## src/rtl/pipe_stage_reg.sv

```systemverilog
// Elastic pipeline-stage register: main (head) entry plus one skid entry, flush-to-bubble.
// Latency: 1 cycle from accept to out_valid; 1 instruction/cycle when out_ready stays high.
// Backpressure: in_ready is a function of registered state only (low when both entries are held).
//
// Ports:
//   clk, reset (async, active-low)
//   in_valid/in_ready/in_data/in_ctrl    upstream handshake and payload
//   flush                                synchronous squash of all held entries
//   out_valid/out_ready/out_data/out_ctrl downstream handshake and head payload
//   occupancy                            number of held entries (0..2)
//   stall_cycles                         saturating count of out_valid && !out_ready cycles
module pipe_stage_reg #(
  parameter int DATA_W      = 64,
  parameter int CTRL_W      = 8,
  parameter int STALL_CNT_W = 16
) (
  input  logic                   clk,
  input  logic                   reset,
  input  logic                   in_valid,
  output logic                   in_ready,
  input  logic [DATA_W-1:0]      in_data,
  input  logic [CTRL_W-1:0]      in_ctrl,
  input  logic                   flush,
  output logic                   out_valid,
  input  logic                   out_ready,
  output logic [DATA_W-1:0]      out_data,
  output logic [CTRL_W-1:0]      out_ctrl,
  output logic [1:0]             occupancy,
  output logic [STALL_CNT_W-1:0] stall_cycles
);

  // Encoding equals the number of held entries, so occupancy is the state itself.
  typedef enum logic [1:0] {
    EMPTY = 2'd0,
    ONE   = 2'd1,
    FULL  = 2'd2
  } state_t;

  state_t state;
  state_t state_nxt;

  logic [DATA_W-1:0] main_data;
  logic [CTRL_W-1:0] main_ctrl;
  logic [DATA_W-1:0] skid_data;
  logic [CTRL_W-1:0] skid_ctrl;

  logic accept;
  logic drain;
  logic load_main_in;
  logic load_main_skid;
  logic load_skid;
  logic clr_main;
  logic clr_skid;

  // Entry valid bits are implied by state: main is valid unless EMPTY, skid only when FULL.
  assign out_valid = (state != EMPTY);
  assign in_ready  = (state != FULL);
  assign occupancy = state;
  assign out_data  = main_data;
  // main_ctrl is zeroed whenever main becomes invalid, so no output masking is needed.
  assign out_ctrl  = main_ctrl;

  assign accept = in_valid && in_ready;
  assign drain  = out_valid && out_ready;

  always_comb begin
    state_nxt      = state;
    load_main_in   = 1'b0;
    load_main_skid = 1'b0;
    load_skid      = 1'b0;
    clr_main       = 1'b0;
    clr_skid       = 1'b0;
    case (state)
      EMPTY: begin
        if (accept) begin
          state_nxt    = ONE;
          load_main_in = 1'b1;
        end
      end
      ONE: begin
        if (accept && drain) begin
          load_main_in = 1'b1;
        end else if (accept) begin
          state_nxt = FULL;
          load_skid = 1'b1;
        end else if (drain) begin
          state_nxt = EMPTY;
          clr_main  = 1'b1;
        end
      end
      FULL: begin
        // Skid always moves up into main; it never bypasses it.
        if (drain) begin
          state_nxt      = ONE;
          load_main_skid = 1'b1;
          clr_skid       = 1'b1;
        end
      end
      default: begin
        state_nxt = EMPTY;
        clr_main  = 1'b1;
        clr_skid  = 1'b1;
      end
    endcase
    // A squash overrides everything: any same-cycle accept is dropped, data regs hold.
    if (flush) begin
      state_nxt      = EMPTY;
      load_main_in   = 1'b0;
      load_main_skid = 1'b0;
      load_skid      = 1'b0;
      clr_main       = 1'b1;
      clr_skid       = 1'b1;
    end
  end

  always_ff @(posedge clk or negedge reset) begin
    if (!reset) begin
      state <= EMPTY;
    end else begin
      state <= state_nxt;
    end
  end

  always_ff @(posedge clk or negedge reset) begin
    if (!reset) begin
      main_data <= '0;
      main_ctrl <= '0;
    end else if (load_main_in) begin
      main_data <= in_data;
      main_ctrl <= in_ctrl;
    end else if (load_main_skid) begin
      main_data <= skid_data;
      main_ctrl <= skid_ctrl;
    end else if (clr_main) begin
      main_ctrl <= '0;
    end
  end

  always_ff @(posedge clk or negedge reset) begin
    if (!reset) begin
      skid_data <= '0;
      skid_ctrl <= '0;
    end else if (load_skid) begin
      skid_data <= in_data;
      skid_ctrl <= in_ctrl;
    end else if (clr_skid) begin
      skid_ctrl <= '0;
    end
  end

  // Only reset clears the counter; a flush leaves the history intact.
  always_ff @(posedge clk or negedge reset) begin
    if (!reset) begin
      stall_cycles <= '0;
    end else if (out_valid && !out_ready && (stall_cycles != {STALL_CNT_W{1'b1}})) begin
      stall_cycles <= stall_cycles + 1'b1;
    end
  end

endmodule
```

## config.mk

```make
export PLATFORM = sky130hd
export DESIGN_NAME = pipe_stage_reg
export DESIGN_NICKNAME = d
export VERILOG_FILES = /design/src/rtl/pipe_stage_reg.sv
export SDC_FILE = /design/constraint.sdc
export NUM_CORES = 1
export LEC_CHECK = 0
export ABC_AREA = 1
export BUFFER_PORTS_ARGS = -buffer_cell sky130_fd_sc_hd__buf_2
export CAP_MARGIN = 20
export CELL_PAD_IN_SITES_DETAIL_PLACEMENT = 1
export CELL_PAD_IN_SITES_GLOBAL_PLACEMENT = 1
export CORE_MARGIN = 5
export CORE_UTILIZATION = 34
export DETAILED_ROUTE_END_ITERATION = 10
export PLACE_DENSITY = 0.67
export SYNTH_ARGS = -nofsm -noshare
export SYNTH_HDL_FRONTEND = slang
export SYNTH_SLANG_ARGS = --single-unit
export TNS_END_PERCENT = 30
```

## constraint.sdc

```tcl
create_clock -name clk -period 1.9 [get_ports clk]
set_clock_uncertainty 0.15 [all_clocks]
set_input_delay 0.19 -clock clk [delete_from_list [all_inputs] [get_ports clk]]
set_output_delay 0.19 -clock clk [all_outputs]
set_load 0.02 [all_outputs]
```

==> flow_summary.ini <==
[floorplan]
ioPinCount = 169
initial_core_util_pct = 34.4
die-area_um2 = 24200
rows = 53
die_w_um = 156
die_h_um = 156
core_area_um2 = 21000

[worst_setup_path]
worstRegToRegCells = 5
cp.required_ns = 2.10
max_stage_delay_ns = 0.54
worstPathArrival_ns = 1.90
slowest_stage = dlygate4sd3_1
start_kind = input port
r2r_start = occupancy[1]$_DFFE_PN0P_
crit_path_end_kind = register
crit_type = input port to register
r2r_slack_ns = 0.20
worstPathMaxFanout = 29
cp_top_family = buffers and inverters
crit_buf_inv = 3
regToRegEndpoint = out_data[26]$_DFFE_PN0P_
crit_chain = dlygate4sd3_1 -> buf_2 -> nor3_1 -> nand2_4 -> inv_4 -> nand2_1 -> nand3_1

[cells_and_area]
drive_above_1_share_pct = 22.6
fill_cells = 2496
final_cells = 1374
area_delta_synth_final_pct = 35.5
antennaDiodeCount = 0
final_nets = 1164
postLayoutCellArea_um2 = 9770

[clock_network]
clock_latency_ns = 0.42
cts_buffer_depth = 2
clkTransAtPathRegs_ns = 0.07
cts_buffers = 17
cts.htree.levels = 4
cts.sinks = 162
cts_tree = done
cts-root-buf = clkbuf_16

[timing]
slew_headroom_pct = 73.1
finalSetupViolations = 0
timing.final.crit_share_pct = 89.6
fmax_ghz = 0.587
tightestPinTransition_ns = 0.402
fin_crit_ns = 1.70
finalHoldViolCount = 0
slew_viol_final = 0
rsz0062_at_grt = false

[logic_synthesis]
yosysUniqueCellTypes = 27
yosysSeqAreaShare_pct = 56.2
yosysWarnings = 0
ys_ff_latch = 162
synthFlopType = dfrtp_1
synthArstFlopShare_pct = 100
syn-num-nets = 916
syn_area_per_cell_um2 = 8.61
syn_area_um2 = 7210
synth_enable_flop_cells = 0
syn_inst = 838

[routing]
wl_met3_um = 805
wl_per_cell_um = 15.6
drt-vias-per-instance = 4.71
ant_nets = 0
num_vias = 6475
drtIter0Drc = 283
first_pass_iters = 4
wl_met1_um = 10000
top_layer = met4
totalWireLength_um = 21500
wl_met2_um = 10300
drcViolationCount = 0

[power]
power_uw = 11600
leakage_uw = 0.00506
vdd_ir_drop_max_mv = 0.532
power_density_nw_per_um2 = 1190

[global_route]
track_usage_pct = 18.1
overflow = 0
grt_max_degree = 101
grt_pass1_vias = 6772
grt_pass1_wl_um = 35200
grt_antenna_before_repair = 0

[run]
maxCapViolCount = 0

[placed_design]
place_inst = 1267
dpl-instance-area_um2 = 8450
port_buffers = 168
gp_congestion = 0.829
dp_hpwl_um = 14200

[run_status]
status = complete, no violations

[hold_path]
hold_class = input port to async pin
placed cells by master (no fill, tap or decap), drive strengths merged:
cell type    netlist  routed
clkbuf            13      22
nor2              21      21
dlygate4sd3        0      75
o211ai            35      35
o21a               1       1
inv              111     114
o41ai              1       1
o22ai             16      16
clkinv             0       4
ha                 1       1
nand4             10      10
xnor2              6       6
a21boi             1       1
nor3               1       1
clkinvlp           0       2
nand2            273     273
a21oi              2       2
dfrtp            162     162
bufinv             0       1
o21ai             68      68
buf               29     196
nand3             87      87
metal layers:
metal	global-route usage, %	vias up
li1	-	3179
met1	24.4	3143
met2	29.8	128
met3	3.41	25
met4	5.25	0
met5	0	-
state kept, by name, indices dropped and copies added (netlist names):
signal	flops
occupancy	2
out_ctrl	8
out_data	64
skid_ctrl	8
skid_data	64
stall_cycles	16
synth_stat cells, drive strengths merged, types with 6 or more instances:
cell type  count  share of area (%)
nand4         10               0.87
nor2          21                1.4
inv          111                5.8
nand3         87                6.1
clkbuf        13               0.68
dfrtp        162                 56
nand2        273                 14
buf           29                2.6
o22ai         16                1.4
o211ai        35                4.3
xnor2          6               0.73
o21ai         68                4.7
logic make-up (layout without fill, tap and decap cells):
logic type / count (synthesis) / count (layout) / synth area share, %
fa+ha+maj: 1 / 1 / 0.173
buf+inv: 153 / 414 / 9.04
xor+xnor: 6 / 6 / 0.729
flops: 162 / 162 / 56.2
simple gates: 392 / 392 / 22.9
compound gates: 124 / 124 / 11.0
what timing repair did:
action                                  4_1_cts  5_1_grt
setup buffers                                 0        0
resized for setup                             1        0
endpoints found under the setup margin        4        0
hold endpoints to repair                    307        0
hold buffers                                 75        0
report_power, final:
part / internal (µW) / switching [µW] / total (µW)
combinational: 1180 / 1880 / 3060
clock: 1920 / 1460 / 3380
sequential: 4530 / 644 / 5170
total: 7630 / 3980 / 11600
worst max path at each step:
stage / startpoint / end / slack, ns / depth (start not counted)
5_1_grt: occupancy[1]$_DFFE_PN0P_ / out_data[26]$_DFFE_PN0P_ / 0.09 / 5
2_1_floorplan: occupancy[0]$_DFFE_PN0P_ / out_data[11]$_DFFE_PN0P_ / 0.1 / 10
3_5_place_dp: occupancy[1]$_DFFE_PN0P_ / out_data[47]$_DFFE_PN0P_ / -0.006 / 5
6_report: flush / out_data[26]$_DFFE_PN0P_ / 0.20 / 7
3_3_place_gp: occupancy[1]$_DFFE_PN0P_ / out_data[20]$_DFFE_PN0P_ / 0.05 / 5
4_1_cts: occupancy[1]$_DFFE_PN0P_ / out_data[26]$_DFFE_PN0P_ / 0.16 / 5
cell type report:
class | count | area [µm²] | share of cell area, %
sequential | 162 | 4050 | 41.5
multi-input combinational | 523 | 2510 | 25.7
timing repair buffer | 271 | 1870 | 19.1
clock buffer | 22 | 474 | 4.85
inverter | 111 | 419 | 4.29
tap | 275 | 344 | 3.52
clock inverter | 10 | 98.8 | 1.01
per-stage QoR:
step / hold slack [ns] / TNS, ns / util (%) / setup WS, ns
2_1_floorplan: -0.256 / 0 / - / 0.0992
3_3_place_gp: -0.0139 / 0 / 40.3 / 0.0472
3_5_place_dp: -0.0136 / -0.00609 / 40.3 / -0.00609
4_1_cts: 0.0907 / 0 / 46.6 / 0.158
5_1_grt: 0.116 / 0 / 46.6 / 0.0904
6_report: 0.0960 / 0 / 46.6 / 0.198
Power figures use the tool's default switching activity.
